File: src/rtl/parser_pkg.sv
// Shared types and constants for the parser front end.
package parser_pkg;

  localparam int HEAD_WIDTH_DEF = 1024;
  localparam int DATA_WIDTH_DEF = 128;
  localparam int ERR_CNT_W      = 16;
  localparam int TS_W           = 32;

  typedef enum logic [1:0] {
    S_IDLE = 2'd0,
    S_FILL = 2'd1,
    S_EMIT = 2'd2,
    S_SKIP = 2'd3
  } head_asm_state_t;

endpackage

File: src/rtl/head_beat_buf.sv
// Header window register: beat-indexed write, clear-on-start and beat counter.
module head_beat_buf
  import parser_pkg::*;
#(
  parameter int DATA_WIDTH = DATA_WIDTH_DEF,
  parameter int HEAD_WIDTH = HEAD_WIDTH_DEF,
  localparam int BEAT_NUM  = HEAD_WIDTH / DATA_WIDTH,
  localparam int CNT_W     = $clog2(BEAT_NUM + 1)
) (
  input  logic                  i_clk,
  input  logic                  i_rst_n,
  input  logic                  i_start,
  input  logic                  i_append,
  input  logic [DATA_WIDTH-1:0] i_data,
  output logic [HEAD_WIDTH-1:0] o_head,
  output logic [CNT_W-1:0]      o_beats,
  output logic                  o_last
);

  logic [HEAD_WIDTH-1:0] head_q;
  logic [CNT_W-1:0]      cnt_q;

  // Starting a header drops all previous content so short packets read back zero-padded.
  always_ff @(posedge i_clk or negedge i_rst_n) begin
    if (!i_rst_n) begin
      head_q <= '0;
      cnt_q  <= '0;
    end else if (i_start) begin
      head_q <= {i_data, {(HEAD_WIDTH-DATA_WIDTH){1'b0}}};
      cnt_q  <= CNT_W'(1);
    end else if (i_append) begin
      for (int k = 0; k < BEAT_NUM; k++) begin
        if (cnt_q == CNT_W'(k))
          head_q[HEAD_WIDTH-1-k*DATA_WIDTH -: DATA_WIDTH] <= i_data;
      end
      cnt_q <= cnt_q + CNT_W'(1);
    end
  end

  assign o_head  = head_q;
  assign o_beats = cnt_q;
  // Next appended beat is the final slot of the window.
  assign o_last  = (cnt_q == CNT_W'(BEAT_NUM - 1));

endmodule

File: src/rtl/head_assembler.sv
// Collects the first HEAD_WIDTH bits of each packet and hands them on via valid/ready.
// Optional sop timestamping is built when HEAD_TIMESTAMP_EN is defined.
//
// state  | meaning
// IDLE   | waiting for a sop beat
// FILL   | collecting header beats
// EMIT   | header presented, ingress stalled until handshake
// SKIP   | sinking payload beats until eop
module head_assembler
  import parser_pkg::*;
#(
  parameter int DATA_WIDTH = DATA_WIDTH_DEF,
  parameter int HEAD_WIDTH = HEAD_WIDTH_DEF,
  localparam int BEAT_NUM  = HEAD_WIDTH / DATA_WIDTH,
  localparam int CNT_W     = $clog2(BEAT_NUM + 1)
) (
  input  logic                  i_clk,
  input  logic                  i_rst_n,
  input  logic                  i_data_valid,
  input  logic [DATA_WIDTH-1:0] i_data,
  input  logic                  i_data_sop,
  input  logic                  i_data_eop,
  output logic                  o_data_ready,
  output logic                  o_head_valid,
  input  logic                  i_head_ready,
  output logic [HEAD_WIDTH-1:0] o_head,
  output logic [CNT_W-1:0]      o_head_beats,
  output logic [TS_W-1:0]       o_head_ts,
  output logic [ERR_CNT_W-1:0]  o_err_cnt
);

  head_asm_state_t        state_q, state_d;
  logic                   eop_seen_q, eop_seen_d;
  logic                   buf_start, buf_append, buf_last;
  logic                   err_inc;
  logic                   xfer;
  logic [ERR_CNT_W-1:0]   err_q;

  // Ready and valid decode straight from the state flop, never from the inputs.
  assign o_data_ready = (state_q != S_EMIT);
  assign o_head_valid = (state_q == S_EMIT);
  assign xfer         = i_data_valid && o_data_ready;

  head_beat_buf #(
    .DATA_WIDTH (DATA_WIDTH),
    .HEAD_WIDTH (HEAD_WIDTH)
  ) u_buf (
    .i_clk    (i_clk),
    .i_rst_n  (i_rst_n),
    .i_start  (buf_start),
    .i_append (buf_append),
    .i_data   (i_data),
    .o_head   (o_head),
    .o_beats  (o_head_beats),
    .o_last   (buf_last)
  );

  always_ff @(posedge i_clk or negedge i_rst_n) begin
    if (!i_rst_n) begin
      state_q    <= S_IDLE;
      eop_seen_q <= 1'b0;
    end else begin
      state_q    <= state_d;
      eop_seen_q <= eop_seen_d;
    end
  end

  always_comb begin
    state_d    = state_q;
    eop_seen_d = eop_seen_q;
    buf_start  = 1'b0;
    buf_append = 1'b0;
    err_inc    = 1'b0;
    case (state_q)
      S_IDLE: begin
        if (xfer) begin
          if (i_data_sop) begin
            buf_start  = 1'b1;
            eop_seen_d = i_data_eop;
            state_d    = i_data_eop ? S_EMIT : S_FILL;
          end else begin
            err_inc = 1'b1;
          end
        end
      end
      S_FILL: begin
        if (xfer) begin
          if (i_data_sop) begin
            // Restart: the interrupted header is abandoned.
            err_inc    = 1'b1;
            buf_start  = 1'b1;
            eop_seen_d = i_data_eop;
            state_d    = i_data_eop ? S_EMIT : S_FILL;
          end else begin
            buf_append = 1'b1;
            if (i_data_eop || buf_last) begin
              eop_seen_d = i_data_eop;
              state_d    = S_EMIT;
            end
          end
        end
      end
      S_EMIT: begin
        if (i_head_ready)
          state_d = eop_seen_q ? S_IDLE : S_SKIP;
      end
      S_SKIP: begin
        if (xfer) begin
          if (i_data_sop) begin
            err_inc    = 1'b1;
            buf_start  = 1'b1;
            eop_seen_d = i_data_eop;
            state_d    = i_data_eop ? S_EMIT : S_FILL;
          end else if (i_data_eop) begin
            state_d = S_IDLE;
          end
        end
      end
      default: state_d = S_IDLE;
    endcase
  end

  always_ff @(posedge i_clk or negedge i_rst_n) begin
    if (!i_rst_n)
      err_q <= '0;
    else if (err_inc && (err_q != '1))
      err_q <= err_q + ERR_CNT_W'(1);
  end

  assign o_err_cnt = err_q;

`ifdef HEAD_TIMESTAMP_EN
  logic [TS_W-1:0] ts_cnt_q;
  logic [TS_W-1:0] ts_q;

  always_ff @(posedge i_clk or negedge i_rst_n) begin
    if (!i_rst_n) begin
      ts_cnt_q <= '0;
      ts_q     <= '0;
    end else begin
      ts_cnt_q <= ts_cnt_q + TS_W'(1);
      if (buf_start)
        ts_q <= ts_cnt_q;
    end
  end

  assign o_head_ts = ts_q;
`else
  assign o_head_ts = '0;
`endif

endmodule

File: config.mk
export PLATFORM = sky130hd
export DESIGN_NAME = head_assembler
export DESIGN_NICKNAME = d
export VERILOG_FILES = /design/src/rtl/parser_pkg.sv /design/src/rtl/head_beat_buf.sv /design/src/rtl/head_assembler.sv
export SDC_FILE = /design/constraint.sdc
export NUM_CORES = 1
export LEC_CHECK = 0
export CORE_AREA = 5 5 476 478
export CTS_BUF_LIST = sky130_fd_sc_hd__clkbuf_4 sky130_fd_sc_hd__clkbuf_8
export DETAILED_ROUTE_END_ITERATION = 10
export DIE_AREA = 0 0 481 483
export MAX_ROUTING_LAYER = met4
export PLACE_DENSITY = 0.42
export SLEW_MARGIN = 5
export SYNTH_ARGS = -nofsm -noshare
export SYNTH_HDL_FRONTEND = slang
export SYNTH_SLANG_ARGS = --single-unit
File: constraint.sdc
create_clock -name i_clk -period 2.4 [get_ports i_clk]
set_input_delay 0.24 -clock i_clk [delete_from_list [all_inputs] [get_ports i_clk]]
set_output_delay 0.24 -clock i_clk [all_outputs]
set_load 0.01 [all_outputs]
== After elaboration in Yosys (flattened, before gate mapping) ==
Index checks and enable logic that the tools add are counted.

* Word-level logic and storage cells: 100
* Memories: 0
* Memory bits (read-only): 0
* Bits in latches: 0
* Bits in writable memories: 0
* Output and inout port bits: 1078
* Bits in registers: 1047
* Input bits: 134

* Divide/modulo/power cells: 0
* Shift-type cells: 0
* $mul: 0
* Add/sub/neg operators: 2
* Reduce and logical (&&, ||, !) cells: 28
* Order comparisons: 0
* Equal/unequal tests: 21
* Multiplexer cells: 37
* Bitwise gates (word level): 0

{| class="wikitable"
|+ Operators with widths
! cell !! count
|-
| $mux W1024 || 2
|-
| $mux W128 || 8
|-
| $mux W2 || 11
|-
| $reduce_bool A2 Y1 || 10
|-
| $add A16 B1 Y16 const B || 1
|-
| $eq A4 B3 Y1 const B || 4
|-
| $ne A16 B16 Y1 const B || 1
|-
| $reduce_and A2 Y1 || 8
|-
| $mux W1 || 11
|-
| $ne A2 B2 Y1 const B || 5
|-
| $eq A4 B2 Y1 const B || 2
|-
| $mux W4 || 2
|-
| $pmux W2 S4 || 1
|-
| $reduce_and A7 Y1 || 1
|-
| $ne A2 B1 Y1 const B || 3
|-
| $ne A3 B3 Y1 const B || 2
|-
| $reduce_and A5 Y1 || 1
|-
| $add A4 B1 Y4 const B || 1
|-
| $eq A2 B2 Y1 const B || 2
|-
| $eq A4 B1 Y1 const B || 1
|-
| $logic_not A4 Y1 || 1
|-
| $pmux W1 S2 || 2
|-
| $reduce_or A2 Y1 || 2
|-
| $reduce_or A3 Y1 || 1
|-
| other kinds (4) || 5
|}

== Logic depth before layout (Yosys ltp) ==
* Word-level depth: 6
* Mapped depth: 10
* Depth with buffers taken out: 6

== By module ==
A second synthesis with hierarchy kept.

* Cells, all modules: 4460
* Area, all modules: 42255.5 um^2

{| class="wikitable"
|+ Modules (own cells, without submodules)
! module !! times used !! seq. area each (um^2) !! area an instance (um^2) !! cells an instance
|-
| head_beat_buf || 1 || 25724.7 || 40850.4 || 4319
|-
| head_assembler || 1 || 475.5 || 1405.1 || 141
|}

== Worst setup path after synthesis ==
No wires, ideal clock.

* Kind: register to register
* Start point: register state_q[0]
* End point: register u_buf.head_q[1000], in the netlist u_buf.o_head[1000]
* Data arrival time: 2.040 ns
* Cell stages (with the launch flop): 10
* Setup slack: 0.235 ns
* Path buffers: 3
* Setup time: 0.125 ns
* Period minus slack after synthesis: 2.165 ns
* Required time: 2.275 ns
* Path through: dfrtp_1 -> inv_1 -> ha_1 -> inv_1 -> and3_1 -> buf_2 -> a31oi_2 -> buf_4 -> buf_6 -> mux2_2

* Longest elaborated chain between the ends: 6
* Elaborated cells on any way between the ends: 14
* Those cells by class: 3 x eq/ne; 5 x mux; 6 x reduce/logical

{| class="wikitable"
|+ Ends and longest elaborated chain
! what !! line !! text
|-
| start: declaration || head_assembler.sv:32 || <nowiki>head_asm_state_t state_q, state_d;</nowiki>
|-
| start signal: assignment || head_assembler.sv:63 || <nowiki>state_q <= state_d;</nowiki>
|-
| $ne A2 B2 Y1 (*) || head_assembler.sv:40 || <nowiki>assign o_data_ready = (state_q != S_EMIT);</nowiki>
|-
| net o_data_ready || head_assembler.sv:23 || <nowiki>output logic o_data_ready,</nowiki>
|-
| $logic_and A1 B1 Y1 (*) || head_assembler.sv:42 || <nowiki>assign xfer = i_data_valid && o_data_ready;</nowiki>
|-
| $mux W1 (on tied branches) || head_assembler.sv:108, head_assembler.sv:87 ||
|-
| $mux W1 (on tied branches) || -- ||
|-
| $reduce_bool A2 Y1 (no source line) || -- ||
|-
| $reduce_and A2 Y1 (no source line) || -- ||
|-
| end signal: assignment || head_beat_buf.sv:29 || <nowiki>head_q <= {i_data, {(HEAD_WIDTH-DATA_WIDTH){1'b0}}};</nowiki>
|-
| end signal: indexed assignment || head_beat_buf.sv:34 || <nowiki>head_q[HEAD_WIDTH-1-k*DATA_WIDTH -: DATA_WIDTH] <= i_data;</nowiki>
|-
| end: declaration || head_beat_buf.sv:20 || <nowiki>logic [HEAD_WIDTH-1:0] head_q;</nowiki>
|}

Mark *: on every way through the listed nets, which the timed path passes. The rest lies on a longest branch.
A chain may end at the register's enable or synchronous reset.

== Final worst setup path ==
* Start point: register state_q[0]
* End point: register u_buf.head_q[992], in the netlist u_buf.o_head[992]

* Longest elaborated chain between the ends: 6
* Elaborated cells on any way between the ends: 14
* Those cells by class: 3 x eq/ne; 5 x mux; 6 x reduce/logical

{| class="wikitable"
|+ Ends and longest elaborated chain
! what !! line
|-
| $ne A2 B2 Y1 || head_assembler.sv:40
|-
| $logic_and A1 B1 Y1 || head_assembler.sv:42
|-
| $mux W1 (on tied branches) || head_assembler.sv:108, head_assembler.sv:87
|-
| $mux W1 (on tied branches) || --
|-
| $reduce_bool A2 Y1 (no source line) || --
|-
| $reduce_and A2 Y1 (no source line) || --
|}

Several ways; a longest one is shown, not always the timed one.

==> run_results.csv <==
group,metric,value,unit
worst_setup_path,startpoint_type,"flop",
worst_setup_path,critPathKind,"reg2reg",
layout,seq_area,26200,um^2
grt,track_usage,18.9,%
clocking,tritoncts_clock_tree,"yes",
worst_setup_path,critical-path-slowest-cell,"dfrtp_1",
sta,clock-skew-final,58.5,ps
synthesis,synth_async_sr_flop_share,100,%
flow_run,max_cap_viol_count,0,
worst_setup_path,worst-path-stages,9,
drt,drtAntennaViolNets,0,
worst_setup_path,slowest_delay,420,ps
pwr,static-leakage-power,0.0260,uW
floorplan,core_region_area,221000,um^2
sta,timing.final.hold_violations,0,
drt,vias,37200,
worst_setup_path,reg2regPathDepth,9,
synthesis,synth_area_per_cell,9.59,um^2
floorplan,std_cell_rows,173,
place,detailed_place_hpwl,154000,um
floorplan,floorplan.die.width,481,um
sta,timing_limited_maximum_frequency,437,MHz
grt,largest_net_degree_at_the_start_of_global_routing,160,
grt,globalRoute.totalOverflow,0,
clocking,cts_buffers,199,
clocking,clock-root-buffer,"clkbuf_8",
drt,vias_per_cell,4.25,
clocking,cts_buffer_depth,3,
grt,antenna_found_initial,22,
synthesis,synth_enable_flop_cells,0,
hold_path,timing.hold.worst.class,"in2reg",
place,post-place-cells,8365,
layout,final_cells,8770,
grt,vias_in_the_first_global_route,37100,
layout,n_fill_cell,23400,
floorplan,die-height,483,um
sta,tightestPinTransition,933,ps
place,placed_cell_area,58100,um^2
pwr,vdd_drop_max,0.546,mV
sta,layout_worst_path_cycle_share,95.3,%
synthesis,post_synth_num_cell_types,41,
sta,rsz0062_at_grt,"false",
worst_setup_path,worst_path_arrival_time,3070,ps
layout,final_common_cell,"nand2_1",
sta,report.final.setup_viol,0,
synthesis,ys_seq_area_share,61.3,%
floorplan,die_area,232000,um^2
place,gpl.final_weighted_congestion,0.806,
layout,commonest_cells_after_routing_fill_and_taps_aside,"nand2_1, clkdlybuf4s50_1, dfrtp_1",
sta,fin_tns_setup,0,ps
drt,totalWireLength,222000,um
layout,layout.nets,5773,
drt,wl_per_cell,25.3,um
worst_setup_path,timing.critical_path.cells,"inv_2 > ha_4 > and4bb_4 > buf_12 > a31oi_4 > buf_12 > buf_16 > buf_12 > mux2_2",
sta,finalWorstPathRequiredPeriod,2290,ps
worst_setup_path,cp_top_family,"buffers and inverters",
hold_path,hold_path_depth,3,
sta,finalHoldWorstSlack,178,ps
drt,drc_violations_left,0,
sta,timing.final.max_slew_violations,0,
pwr,power_per_cell_area,831,nW/um^2
floorplan,ios,1212,
layout,syn_to_final_growth,47.4,%
clocking,clock_tree.htree_level_count,4,
floorplan,initial_utilization,19.3,%
clocking,worst_setup_hold_path_clk_slew,60,ps
drt,drtPass1Iterations,9,
worst_setup_path,worstSetupEndpointType,"flop",
sta,timing.max_slew.rel_slack,37.8,%
drt,drt_iter0_drc,2347,
layout,drive_gt1_share,12.7,%
worst_setup_path,data_required_time_of_the_critical_path,3190,ps
worst_setup_path,crit_path_frequent_cell,"buf_12",
synthesis,synth.ff_latch_count,1047,
synthesis,post_synth_inst_count,4458,
grt,grt_first_pass_wirelength,307000,um
synthesis,synth-warning-count,0,
pwr,total_design_power,52300,uW
worst_setup_path,worst-path-max-fanout,10,
synthesis,synth-main-ff-cell,"dfrtp_1",
layout,finalInstanceArea,63000,um^2
outcome,outcome,"finished clean",
layout,area_taken_by_multi_input_logic_gates,13800,um^2
worst_setup_path,worstPathBufferInverterCount,5,
clocking,insertion_delay,960,ps
place,port_buffers,1179,
synthesis,synthesis.area,42700,um^2
clocking,tritoncts_num_sinks,1047,
## cell families after synthesis
group	after synthesis	synth area share (%)
and+or+nand+nor	1858	16.7
adders and majority gates	10	0.293
other	1	0.00877
AOI/OAI and AO/OA	908	10.7
buffers and inverters	483	7.08
muxes	134	3.53
DFF	1047	61.3
xor gates and xnor gates	17	0.348
## area by class of cell
type / instances / area share (%)
Antenna cell: 10 / 0.0397
Clock buffer: 321 / 6.33
Clock inverter: 36 / 0.574
Inverter: 8 / 0.0477
Multi-Input combinational cell: 2959 / 21.8
Sequential cell: 1047 / 41.6
Tap cell: 2975 / 5.91
Timing Repair Buffer: 1414 / 23.7
## synthesized netlist by cell type, types with 9 or more instances
cell type	count	area (um^2)
nand3_1	10	50.1
clkbuf_1	225	845
buf_2	56	280
buf_4	81	608
nor4_1	9	56.3
a21oi_1	897	4490
nand2_1	1800	6760
buf_6	112	1260
mux2_2	133	1500
ha_1	10	125
dfrtp_1	1047	26200
xor2_1	15	131
## worst paths after layout
path,start,to,slack (ps)
hold / removal,i_data[82],u_buf.o_head[210],180
setup reg to reg,state_q[0],u_buf.o_head[992],110
hold reg to reg,eop_seen_q,eop_seen_q,500
min in group asynchronous,i_rst_n,u_buf.o_head[714],580
setup / recovery,state_q[0],u_buf.o_head[992],110
max in group asynchronous,i_rst_n,u_buf.o_head[896],1080
## report_power, final
group	switching [uW]	internal, uW
clock	8470	10800
combinational	6540	5620
sequential	1250	19600
## worst min-delay path: cells and delay by family
| kind | cells | cell delay, ps |
|---|---|---|
| AO/OA/AOI/OAI | 1 | 50 |
| buffers and inverters | 1 | 660 |
| AND/OR/NAND/NOR | 1 | 150 |
## metal layers
| metal | vias to the layer above | part of all wire [%] | wire length, um | track usage (%) |
|---|---|---|---|---|
| met2 | 1514 | 47 | 103000 | 29.6 |
| met4 | 0 | 2.4 | 5410 | 4.79 |
| met5 | - | 0 | 0 | - |
| li1 | 16600 | - | - | - |
| met3 | 262 | 9.0 | 19900 | 6.50 |
| met1 | 18800 | 42 | 93200 | 23.3 |
## metrics by stage
stage / utilization (%) / worst slack, ps
floorplan: - / 235
global placement: 26.3 / -220
detailed placement: 26.3 / -199
CTS: 28.4 / -48.6
global route: 28.4 / 3.76
finish: 28.4 / 114
## sequential cells by signal, indices dropped and copies added, names as in the netlist
signal,flops
eop_seen_q,1
o_err_cnt,16
u_buf.o_beats,4
u_buf.o_head,1024
state_q,2
## what timing repair did
item / in CTS / in global routing
gates cloned: 1 / 4
hold buffers: 22 / 0
gates resized for setup: 48 / 9
pin swaps: 1 / 1
endpoints found under the setup margin: 197 / 167
setup buffers: 8 / 4
hold endpoints to repair: 1133 / 0
Note: power is estimated with default switching activity, not from simulation.
